[config.mk]
export PLATFORM = sky130hd
export DESIGN_NAME = spi_byte_master
export DESIGN_NICKNAME = d
export VERILOG_FILES = /design/src/rtl/spi_byte_master.sv
export SDC_FILE = /design/constraint.sdc
export NUM_CORES = 1
export LEC_CHECK = 0
export CORE_ASPECT_RATIO = 2
export CORE_MARGIN = 5
export CORE_UTILIZATION = 47
export CTS_CLUSTER_SIZE = 10
export DETAILED_ROUTE_END_ITERATION = 16
export PLACE_DENSITY = 0.8
export SYNTH_ARGS = -nofsm -noshare
export SYNTH_HDL_FRONTEND = slang
export SYNTH_SLANG_ARGS = --single-unit
[constraint.sdc]
create_clock -name clk -period 1.65 [get_ports clk]
set_clock_uncertainty 0.05 [all_clocks]
set_input_delay 0.4125 -clock clk [delete_from_list [all_inputs] [get_ports clk]]
set_output_delay 0.4125 -clock clk [all_outputs]
set_load 0.03 [all_outputs]
[src/rtl/spi_byte_master.sv]
`default_nettype none
// ============================================================================
// Module      : spi_byte_master
// Description : Byte-wide SPI master, mode 0 (CPOL=0, CPHA=0), MSB first.
//               One start moves one byte. The byte is shifted out on mosi and
//               sck while miso is captured. The received byte is returned on
//               data_out when busy falls. Chip select belongs to the loader
//               upstream and is not driven here.
// Revision    : 1.0 - initial release
// ----------------------------------------------------------------------------
// Parameters:
//   CLK_DIV   clk cycles per sck half-period (>= 1).
//             sck = clk / (2*CLK_DIV).
// Ports:
//   clk       system clock, rising edge
//   rst       asynchronous reset, active low
//   miso      serial data from flash
//   mosi      serial data to flash (registered)
//   sck       SPI clock, idle low (registered)
//   start     transfer request, sampled only while idle
//   busy      high while a transfer is in progress (registered)
//   data_in   byte to transmit, latched when start is accepted
//   data_out  last completely received byte (registered)
// ============================================================================
module spi_byte_master #(
    parameter int CLK_DIV = 2
) (
    input  logic       clk,
    input  logic       rst,
    input  logic       miso,
    output logic       mosi,
    output logic       sck,
    input  logic       start,
    output logic       busy,
    input  logic [7:0] data_in,
    output logic [7:0] data_out
);

    // The divider needs at least one bit, even when CLK_DIV is 1.
    localparam int                 c_DIV_W    = (CLK_DIV > 1) ? $clog2(CLK_DIV) : 1;
    localparam logic [c_DIV_W-1:0] c_DIV_LAST = c_DIV_W'(CLK_DIV - 1);

    typedef enum logic [1:0] {
        ST_IDLE = 2'd0,
        ST_LOW  = 2'd1,
        ST_HIGH = 2'd2
    } state_t;

    state_t             r_state;
    logic [c_DIV_W-1:0] r_div;
    logic [2:0]         r_bit;
    // Transmit bits still to be sent. Bit 7 goes straight to mosi when start
    // is accepted, so only the lower seven bits are held here.
    logic [6:0]         r_tx;
    logic [7:0]         r_rx;

    // A half-period ends on the edge where the divider reaches its last value.
    logic w_half_done;
    assign w_half_done = (r_div == c_DIV_LAST);

    always_ff @(posedge clk or negedge rst) begin
        if (!rst) begin
            r_state  <= ST_IDLE;
            r_div    <= '0;
            r_bit    <= 3'd0;
            r_tx     <= 7'd0;
            r_rx     <= 8'd0;
            sck      <= 1'b0;
            mosi     <= 1'b0;
            busy     <= 1'b0;
            data_out <= 8'h00;
        end else begin
            case (r_state)
                ST_IDLE: begin
                    if (start) begin
                        r_tx    <= data_in[6:0];
                        mosi    <= data_in[7];
                        r_bit   <= 3'd0;
                        r_div   <= '0;
                        busy    <= 1'b1;
                        r_state <= ST_LOW;
                    end
                end

                ST_LOW: begin
                    if (w_half_done) begin
                        // Rising sck edge. The slave's bit has been stable for
                        // the whole low phase, so it is sampled here.
                        sck     <= 1'b1;
                        r_rx    <= {r_rx[6:0], miso};
                        r_div   <= '0;
                        r_state <= ST_HIGH;
                    end else begin
                        r_div <= r_div + 1'b1;
                    end
                end

                ST_HIGH: begin
                    if (w_half_done) begin
                        sck   <= 1'b0;
                        r_div <= '0;
                        if (r_bit == 3'd7) begin
                            // The eighth bit has been captured. The full byte
                            // is in r_rx and is published as busy falls.
                            data_out <= r_rx;
                            busy     <= 1'b0;
                            mosi     <= 1'b0;
                            r_state  <= ST_IDLE;
                        end else begin
                            // The falling edge presents the next bit. It then
                            // has a full low phase of setup before the rise.
                            r_bit   <= r_bit + 3'd1;
                            mosi    <= r_tx[6];
                            r_tx    <= {r_tx[5:0], 1'b0};
                            r_state <= ST_LOW;
                        end
                    end else begin
                        r_div <= r_div + 1'b1;
                    end
                end

                default: begin
                    sck     <= 1'b0;
                    mosi    <= 1'b0;
                    busy    <= 1'b0;
                    r_div   <= '0;
                    r_bit   <= 3'd0;
                    r_state <= ST_IDLE;
                end
            endcase
        end
    end

endmodule
`default_nettype wire
==> summary.md, run 1 <==
| Metric | Value |
|---|---|
| Ratio of final minimum period to clock period | `107%` |
| Number of global-route vias before repair | `1180` |
| Post-synthesis adder-cell area fraction | `5.76%` |
| Crit-path max FO | `7` |
| Die area | `4540 um^2` |
| Top Ports | `23` |
| DRT met1 WL | `1.09 mm` |
| CTS Root Cell | `clkbuf_8` |
| Most frequent cells in the layout | `dfrtp_1 (32), mux2_2 (23), buf_4 (20)` |
| Mapped Avg Cell Area | `13.3 um^2` |
| Fin worst setup slack | `-110 ps` |
| Primary FF master, synth | `dfrtp_1` |
| GPL Wtd Cong | `0.814` |
| H-Tree Level Count | `2` |
| CP endpoint kind | `flop` |
| Initial antenna violation count | `0` |
| Setup TNS | `-1150 ps` |
| Layout cell share with drive strength beyond 1 | `45.1%` |
| Netlist Area Pre-Place | `1520 um^2` |
| Vias per cell | `5.30` |
| Die height | `90.5 um` |
| Final Hold Vio Count | `0` |
| Unrepaired setup endpoints after global routing | `yes` |
| CP required | `1770 ps` |
| Most common cell after layout, fill and taps aside | `dfrtp_1` |
| Largest net degree at the start of global routing | `33` |
| LEAKAGE | `1.01 nW` |
| Synth Area in XOR/XNOR | `0%` |
| Initial Utilization | `48.2%` |
| Clock transition at path regs | `70 ps` |
| Area of the multi-input gates | `771 um^2` |
| Core ar. | `3160 um^2` |
| Post-DRT Antenna Nets | `0` |
| Normalized max-slew margin | `77.8%` |
| Area leader, netlist | `dfrtp_1` |
| Drt first pass iters | `3` |
| Layout Cells excl Fill | `195` |
| Nets | `182` |
| Min-delay worst type | `in -> async` |
| Failing checks | `negative setup slack` |
| EDFF count, synth | `0` |
| Mux share of post-synthesis cell area | `23.5%` |
| Placed Cells | `182` |
| Share of the synthesized area in the top cell type | `52.6%` |
| Met3 WL | `150 um` |
| Num rows | `29` |
| FF-to-FF End | `r_tx[3]` |
| Peak VDD IR | `1.28 mV` |
| Max clock buf depth | `2` |
| CTS sink cnt | `32` |
| Hold Buf Count CTS | `0` |
| R2r setup slk | `-110 ps` |
| Slew Limit Fails | `0` |
| Synth async-reset ratio | `100%` |
| CP max stage cell | `dfrtp_1` |
| Maxcap violations | `0` |
| Reg area | `801 um^2` |
| Fill cell count | `241` |
| Vias | `1033` |
| Area growth, synth to finish | `41.3%` |
| Peak Freq | `568 MHz` |
| IO buf count | `22` |
| Die X | `50.2 um` |
| Synth Area in Compound Gates | `6.83%` |
| Num CTS Buffers | `5` |
| Iter 0 DRT Violations | `6` |
| CP most frequent cell | `ha_4` |
| Worst slew pin tran | `332 ps` |
| DP Area | `1960 um^2` |
| # diodes | `0` |
| Synth Area in Simple Gates | `7.57%` |
| Pre-CTS WS | `-269 ps` |
| CP Launch Type | `flop` |
| First-pass GRT wire length | `5.42 mm` |
| Global Route Usage Sum | `15.7%` |
| Largest family of logic cells by synthesized area | `multiplexers` |
| Synth area leaders | `dfrtp_1 (53%), mux2_2 (22%), ha_1 (5.8%)` |
| Setup Crit Path Kind | `reg -> reg` |
| Met2 routed WL | `1.85 mm` |
| Total global routing overflow | `0` |
| Post-Syn Nets | `133` |
| Total power | `3.86 mW` |
| Clock latency on the worst-skew pair | `290 ps` |
| Post-route cell area | `2150 um^2` |
| Post-DP HPWL | `2.27 mm` |
| Tmin final | `1760 ps` |
| Crit path arrival time | `1880 ps` |
| Syn Inst Count | `114` |
| Pwr per Cell Area | `1800 nW/um^2` |
| Status | `complete, but fails checks` |
| Routed WL | `3.16 mm` |
| Final hold slack | `434 ps` |
| Top Metal Used | `met4` |
| CP max stage delay | `410 ps` |
| Remaining DRCs | `0` |
| # setup viols final | `16` |
| Final cell utilization of the core | `68.1%` |
| Worst r2r src | `r_bit[0]` |
| Synth unique cells | `24` |
| Routed wire length per instance | `16.2 um` |
| R2r worst-path depth | `6` |
| CTS tree | `done` |
| Synthesis-stage register bit count | `32` |
| Synth Warn # | `0` |
| Register area share after synthesis | `52.6%` |
| Crit path cell chain | `ha_4 -> ha_4 -> nand2b_4 -> a211oi_4 -> buf_12 -> mux2_4` |
## kinds of logic (layout without fill, tap and decap cells)
family,Yosys count,in the layout
mux,32,32
flops,32,32
simple gates,18,18
compound gates,14,14
buf+inv,11,61
fa+ha+maj,7,7
## registers in the layout, indices dropped and copies added (netlist names), 2 cells and up
name / count
r_rx: 8
r_bit: 3
r_tx: 7
r_state: 2
data_out: 8
## critical path: cells and delay by family, from the launching register on
family	cells	cell delay [ps]
buf+inv	1	160
compound gates	1	250
simple gates	1	130
fa+ha+maj	2	340
mux	1	300
flops	1	410
## layer usage
| metal | track usage, % | vias to the layer above |
|---|---|---|
| li1 | - | 489 |
| met1 | 15.2 | 519 |
| met2 | 27.6 | 20 |
| met3 | 6.28 | 5 |
| met4 | 7.22 | 0 |
| met5 | 0 | - |
## repair_timing
action,4_1_cts,5_1_grt
pin swaps,1,1
hold endpoints to repair,0,0
resized for setup,17,7
endpoints found under the setup margin,29,26
buffers inserted,4,1
## cells in the mapped netlist, types with 2 or more instances
master / number
a21oi_1: 3
a31oi_1: 3
buf_4: 2
dfrtp_1: 32
ha_1: 7
inv_1: 8
mux2_2: 30
mux2i_1: 2
nand2_1: 4
nand2b_1: 5
nor2_1: 2
o21ai_0: 4
## where the power goes
group | total, mW | internal (mW) | switching [mW]
Combinational | 1.98 | 1.16 | 0.822
Sequential | 1.27 | 1.07 | 0.203
Clock | 0.617 | 0.332 | 0.285
## area by class of cell
type | count | share of cell area [%]
multi-input cells | 71 | 35.9
inverters | 8 | 1.40
flip-flops and latches | 32 | 37.3
repair buffers | 45 | 19.4
clock inverters | 2 | 0.466
well taps | 31 | 1.80
clock buffers | 6 | 3.84
## how the worst max path moves through the flow
| stage | from | to | cells past startpoint |
|---|---|---|---|
| floorplan | r_bit[0] | r_tx[1] | 5 |
| global placement | start | r_bit[0] | 4 |
| detailed placement | start | r_bit[0] | 4 |
| CTS | r_bit[1] | r_tx[1] | 6 |
| global route | r_bit[1] | r_tx[3] | 6 |
| finish | r_bit[0] | r_tx[3] | 6 |
(Power assumes the default switching activity.)
==> run 2, diff against run 1 <==
--- a/config.mk
+++ b/config.mk
@@ -6,11 +6,12 @@
 export NUM_CORES = 1
 export LEC_CHECK = 0
 export CORE_ASPECT_RATIO = 2
-export CORE_MARGIN = 5
+export CORE_MARGIN = 1.5
 export CORE_UTILIZATION = 47
 export CTS_CLUSTER_SIZE = 10
 export DETAILED_ROUTE_END_ITERATION = 16
-export PLACE_DENSITY = 0.8
+export PLACE_DENSITY = 0.85
+export REMOVE_ABC_BUFFERS = 1
 export SYNTH_ARGS = -nofsm -noshare
 export SYNTH_HDL_FRONTEND = slang
 export SYNTH_SLANG_ARGS = --single-unit
==> summary.md, run 2 (synthesis gave the netlist of run 1 again) <==
| Metric | Value |
|---|---|
| IO buf count | `22 (unchanged)` |
| Area of the multi-input gates | `729 um^2 (was 771 um^2)` |
| CTS Root Cell | `clkbuf_8 (unchanged)` |
| # diodes | `0 (unchanged)` |
| CP required | `1770 ps (about the same)` |
| Initial antenna violation count | `0 (unchanged)` |
| CTS tree | `done (unchanged)` |
| CP Launch Type | `flop (unchanged)` |
| Reg area | `801 um^2 (unchanged)` |
| GPL Wtd Cong | `0.755 (was 0.814)` |
| Largest net degree at the start of global routing | `33 (unchanged)` |
| Clock transition at path regs | `70 ps (about the same)` |
| Normalized max-slew margin | `71.9% (was 77.8%)` |
| Pwr per Cell Area | `1770 nW/um^2 (was 1800 nW/um^2)` |
| Clock latency on the worst-skew pair | `280 ps (was 290 ps)` |
| Worst r2r src | `r_bit[1] (was r_bit[0])` |
| Die X | `43.2 um (was 50.2 um)` |
| Worst slew pin tran | `421 ps (was 332 ps)` |
| Max clock buf depth | `2 (unchanged)` |
| Largest regs | `data_out x8, r_rx x8, r_tx x7 (unchanged)` |
| Most frequent cells in the layout | `dfrtp_1 (32), mux2_2 (28), buf_4 (13) (was dfrtp_1 (32), mux2_2 (23), buf_4 (20))` |
| # setup viols final | `8 (was 16)` |
| Top Ports | `23 (unchanged)` |
| Peak Freq | `560 MHz (was 568 MHz)` |
| Min-delay worst type | `in -> async (unchanged)` |
| Nets | `174 (was 182)` |
| Routed wire length per instance | `15.2 um (was 16.2 um)` |
| Routed WL | `2.84 mm (was 3.16 mm)` |
| First-pass GRT wire length | `4.84 mm (was 5.42 mm)` |
| Failing checks | `negative setup slack (unchanged)` |
| Remaining DRCs | `0 (unchanged)` |
| Slew Limit Fails | `0 (unchanged)` |
| Total global routing overflow | `0 (unchanged)` |
| Post-DP HPWL | `2.12 mm (was 2.27 mm)` |
| Crit path cell chain | `ha_4 -> ha_4 -> nand2b_4 -> a211oi_4 -> buf_6 -> mux2_2 (was ha_4 -> ha_4 -> nand2b_4 -> a211oi_4 -> buf_12 -> mux2_4)` |
| Die height | `83.5 um (was 90.5 um)` |
| CP most frequent cell | `ha_4 (unchanged)` |
| Num CTS Buffers | `5 (unchanged)` |
| Final Hold Vio Count | `0 (unchanged)` |
| Area growth, synth to finish | `34.5% (was 41.3%)` |
| LEAKAGE | `0.948 nW (was 1.01 nW)` |
| Post-route cell area | `2050 um^2 (was 2150 um^2)` |
| Post-DRT Antenna Nets | `0 (unchanged)` |
| Peak VDD IR | `1.10 mV (was 1.28 mV)` |
| CTS sink cnt | `32 (unchanged)` |
| Die area | `3610 um^2 (was 4540 um^2)` |
| Crit path arrival time | `1900 ps (was 1880 ps)` |
| Initial Utilization | `48.8% (was 48.2%)` |
| Fill cell count | `243 (was 241)` |
| H-Tree Level Count | `2 (unchanged)` |
| Number of global-route vias before repair | `1045 (was 1180)` |
| Setup Crit Path Kind | `reg -> reg (unchanged)` |
| Drt first pass iters | `4 (was 3)` |
| Vias per cell | `5.37 (was 5.30)` |
| Tmin final | `1790 ps (was 1760 ps)` |
| Layout cell share with drive strength beyond 1 | `41.0% (was 45.1%)` |
| Core ar. | `3120 um^2 (was 3160 um^2)` |
| CP endpoint kind | `flop (unchanged)` |
| Maxcap violations | `0 (unchanged)` |
| Num rows | `29 (unchanged)` |
| Vias | `1005 (was 1033)` |
| Unrepaired setup endpoints after global routing | `yes (unchanged)` |
| Global Route Usage Sum | `18.1% (was 15.7%)` |
| Iter 0 DRT Violations | `4 (was 6)` |
| Final cell utilization of the core | `65.6% (was 68.1%)` |
| CP delay by family, top | `flip-flops (unchanged)` |
| CP max stage cell | `dfrtp_1 (unchanged)` |
| Status | `complete, but fails checks (unchanged)` |
| CP max stage delay | `420 ps (was 410 ps)` |
| Ratio of final minimum period to clock period | `108% (was 107%)` |
| Crit-path max FO | `7 (unchanged)` |
| Most common cell after layout, fill and taps aside | `dfrtp_1 (unchanged)` |
| Critical path buffers and inverters | `1 (unchanged)` |
| Crit path from | `r_bit[1] (was r_bit[0])` |
| DP Area | `1870 um^2 (was 1960 um^2)` |
| Fin worst setup slack | `-136 ps (was -110 ps)` |
==> run 2: changes by cell type in the layout (fill, tap and decap cells not counted), sizes merged <==
| cell | previous run | this run |
|---|---|---|
| buf | 23 | 15 |
| bufinv | 0 | 1 |
| clkbuf | 6 | 5 |
| clkinv | 2 | 1 |
| clkinvlp | 0 | 1 |
==> run 2: timing repair <==
action | 4_1_cts | 5_1_grt
gates cloned | 0 | 0
pin swaps | 3 | 0
setup buffers | 1 | 0
hold buffers | 0 | 0
resized for setup | 22 | 3
setup endpoints to repair | 37 | 27
==> run 2: final timing paths <==
check | endpoint | slack, ps | depth (start not counted)
worst max-delay path | r_tx[4] | -140 | 6
worst min-delay path | r_state[0] | 430 | 2
worst max register to register | r_tx[4] | -140 | 6
worst min register to register | data_out[5] | 460 | 1
max in group asynchronous | r_tx[4] | 950 | 2
min in group clk | data_out[5] | 460 | 1
==> run 2: cell type report <==
cell class                 count  share of cell area (%)
timing repair buffer          37                    16.4
tap                           31                    1.90
multi-input combinational     71                    35.7
clock buffer                   5                    3.36
clock inverter                 3                    2.08
sequential                    32                    39.1
inverter                       8                    1.47
==> run 2: metrics by stage <==
step	setup TNS (ps)	std cells	power (mW)	setup slack (ps)	hold slack (ps)
5_1_grt	-2220	187	3.86	-189	443
3_3_place_gp	-1810	178	2.73	-182	435
4_1_cts	-1190	187	3.64	-120	434
6_report	-790	187	3.63	-136	432
3_5_place_dp	-2390	178	2.82	-216	442
2_1_floorplan	-3380	111	2.22	-375	66.9
==> run 2: layer usage <==
layer	GRT usage [%]	wire (um)	up-vias
met2	31.1	1650	16
li1	-	-	475
met1	20.4	1040	508
met3	3.90	91	6
met5	0	0	-
met4	8.26	62	0
==> run 2: power breakdown <==
part | leakage, nW | switching, mW | internal, mW
clock network | 0.0541 | 0.286 | 0.446
logic | 0.490 | 0.721 | 0.907
registers | 0.404 | 0.200 | 1.06
total | 0.948 | 1.21 | 2.42
==> run 3, diff against run 2 <==
--- a/config.mk
+++ b/config.mk
@@ -10,7 +10,7 @@
 export CORE_UTILIZATION = 47
 export CTS_CLUSTER_SIZE = 10
 export DETAILED_ROUTE_END_ITERATION = 16
-export PLACE_DENSITY = 0.85
+export PLACE_DENSITY = 0.75
 export REMOVE_ABC_BUFFERS = 1
 export SYNTH_ARGS = -nofsm -noshare
 export SYNTH_HDL_FRONTEND = slang
==> summary.md, run 3 (synthesis gave the netlist of run 1 again) <==
| Metric | Value |
|---|---|
| CP endpoint kind | `flop (unchanged)` |
| Initial Utilization | `48.8% (unchanged)` |
| Net Sw Power | `1.35 mW (was 1.21 mW)` |
| Largest net degree at the start of global routing | `33 (unchanged)` |
| Final Hold Vio Count | `0 (unchanged)` |
| Logic pwr share | `48.8% (was 44.9%)` |
| Num rows | `29 (unchanged)` |
| Status | `complete, but fails checks (unchanged)` |
| Remaining DRCs | `0 (unchanged)` |
| H-Tree Level Count | `2 (unchanged)` |
| Nets | `180 (was 174)` |
| # setup viols final | `9 (was 8)` |
| CP max stage cell | `dfrtp_1 (unchanged)` |
| Pwr per Cell Area | `1880 nW/um^2 (was 1770 nW/um^2)` |
| Crit path arrival time | `1890 ps (was 1900 ps)` |
| Crit-path max FO | `7 (unchanged)` |
| Vias | `1047 (was 1005)` |
| Placed Cells | `181 (was 178)` |
| Die height | `83.5 um (unchanged)` |
| CP max stage delay | `410 ps (was 420 ps)` |
| Hold Buf Count CTS | `0 (unchanged)` |
| Clock transition at path regs | `70 ps (about the same)` |
| Max clock buf depth | `2 (unchanged)` |
| Layout cell share with drive strength beyond 1 | `45.7% (was 41.0%)` |
| Maxcap violations | `0 (unchanged)` |
| Drt first pass iters | `4 (unchanged)` |
| Layout Cells excl Fill | `193 (was 187)` |
| Slew Limit Fails | `0 (unchanged)` |
| Die area | `3610 um^2 (unchanged)` |
| CTS Root Cell | `clkbuf_8 (unchanged)` |
| Peak VDD IR | `1.62 mV (was 1.10 mV)` |
| CTS sink cnt | `32 (unchanged)` |
| Fin worst setup slack | `-125 ps (was -136 ps)` |
| Clock share of power | `20.1% (was 20.2%)` |
| Post-DRT Antenna Nets | `0 (unchanged)` |
| Most common cell after layout, fill and taps aside | `dfrtp_1 (unchanged)` |
| Total global routing overflow | `0 (unchanged)` |
| Post-DP HPWL | `2.20 mm (was 2.12 mm)` |
| Vias per cell | `5.42 (was 5.37)` |
| Switching Share | `33.2% (was 33.3%)` |
| Peak Freq | `563 MHz (was 560 MHz)` |
| Crit path cell chain | `ha_4 -> ha_4 -> nand2b_4 -> a211oi_4 -> buf_6 -> mux2_4 (was ha_4 -> ha_4 -> nand2b_4 -> a211oi_4 -> buf_6 -> mux2_2)` |
| Worst r2r src | `r_bit[1] (unchanged)` |
| Fill cell count | `225 (was 243)` |
| CP most frequent cell | `ha_4 (unchanged)` |
| Most frequent cells in the layout | `dfrtp_1 (32), mux2_2 (23), buf_4 (18) (was dfrtp_1 (32), mux2_2 (28), buf_4 (13))` |
| Routed WL | `3.29 mm (was 2.84 mm)` |
| Routed wire length per instance | `17.0 um (was 15.2 um)` |
| IO buf count | `22 (unchanged)` |
| Core ar. | `3120 um^2 (unchanged)` |
| Global Route Usage Sum | `20.8% (was 18.1%)` |
| Iter 0 DRT Violations | `15 (was 4)` |
| Clock latency on the worst-skew pair | `280 ps (about the same)` |
| Setup Crit Path Kind | `reg -> reg (unchanged)` |
| First-pass GRT wire length | `5.58 mm (was 4.84 mm)` |
| Top Ports | `23 (unchanged)` |
| Crit path from | `r_bit[1] (unchanged)` |
| Failing checks | `negative setup slack (unchanged)` |
| Min-delay worst type | `in -> async (unchanged)` |
| Area growth, synth to finish | `42.8% (was 34.5%)` |
| Ratio of final minimum period to clock period | `108% (about the same)` |
| Normalized max-slew margin | `79.7% (was 71.9%)` |
| Initial antenna violation count | `0 (unchanged)` |
| Worst slew pin tran | `306 ps (was 421 ps)` |
| Tmin final | `1770 ps (was 1790 ps)` |
| Number of global-route vias before repair | `1196 (was 1045)` |
| Final cell utilization of the core | `69.6% (was 65.6%)` |
| Flop pwr share | `31.1% (was 34.9%)` |
| # diodes | `0 (unchanged)` |
| Int Power | `2.73 mW (was 2.42 mW)` |
| CTS tree | `done (unchanged)` |
| CP required | `1770 ps (about the same)` |
| LEAKAGE | `1.02 nW (was 0.948 nW)` |
| Largest regs | `data_out x8, r_rx x8, r_tx x7 (unchanged)` |
| Num CTS Buffers | `5 (unchanged)` |
| CP Launch Type | `flop (unchanged)` |
| Unrepaired setup endpoints after global routing | `yes (unchanged)` |
| GPL Wtd Cong | `0.725 (was 0.755)` |
| Die X | `43.2 um (unchanged)` |
==> run 3: worst paths after layout <==
| path | endpoint | cells past startpoint | slack, ps |
|---|---|---|---|
| worst min-delay path | r_tx[5] | 2 | 440 |
| worst max-delay path | r_tx[5] | 6 | -120 |
| min in group clk | data_out[7] | 1 | 460 |
| max in group asynchronous | r_state[0] | 2 | 930 |
| worst min register to register | data_out[7] | 1 | 460 |
| worst max register to register | r_tx[5] | 6 | -120 |
==> run 3: metrics by stage <==
step / instance area [um^2] / setup TNS (ps) / setup slack, ps / power [mW] / hold WS (ps)
2_1_floorplan: 1500 / -3380 / -375 / 2.22 / 66.9
3_3_place_gp: 1890 / -2230 / -228 / 2.76 / 435
3_5_place_dp: 1890 / -2560 / -261 / 2.85 / 447
4_1_cts: 2100 / -531 / -96.3 / 3.96 / 443
5_1_grt: 2170 / -1230 / -172 / 4.34 / 459
6_report: 2170 / -765 / -125 / 4.08 / 440
==> run 3: worst max-delay path, delay by kind of cell (launching register included) <==
| kind | cells | cell delay, ps |
|---|---|---|
| buf+inv | 1 | 180 |
| flops | 1 | 410 |
| simple gates | 1 | 150 |
| fa+ha+maj | 2 | 340 |
| compound gates | 1 | 220 |
| mux | 1 | 310 |
==> run 3: routing by layer <==
layer | vias up | wire [um] | GRT usage, % | share of wire [%]
met1 | 521 | 1170 | 21.3 | 36
met4 | 0 | 114 | 11.3 | 3.5
met3 | 10 | 134 | 4.98 | 4.1
met5 | - | 0 | 0 | 0
li1 | 487 | - | - | -
met2 | 29 | 1870 | 36.8 | 57
==> run 3: layout make-up <==
| class | instances | area, um^2 | area share, % |
|---|---|---|---|
| well taps | 31 | 38.8 | 1.79 |
| clock buffers | 7 | 96.3 | 4.44 |
| multi-input cells | 71 | 792 | 36.5 |
| repair buffers | 43 | 384 | 17.7 |
| inverters | 8 | 30.0 | 1.38 |
| flip-flops and latches | 32 | 801 | 36.9 |
| clock inverters | 1 | 30.0 | 1.38 |
==> run 3: power groups by stage <==
stage	Sequential [mW]	Clock, mW	Combinational (mW)
after floorplan	1.29	0	0.930
after global placement	1.24	0	1.51
after detailed placement	1.27	0	1.59
after CTS	1.26	0.842	1.86
after global routing	1.30	0.864	2.17
final	1.27	0.820	1.99
==> run 3: repair_timing <==
item                                    CTS  global route
cloned                                    0             0
endpoints found under the setup margin   39            27
pin swaps                                 3             1
gates resized for setup                  29            10
buffers inserted                          3             1
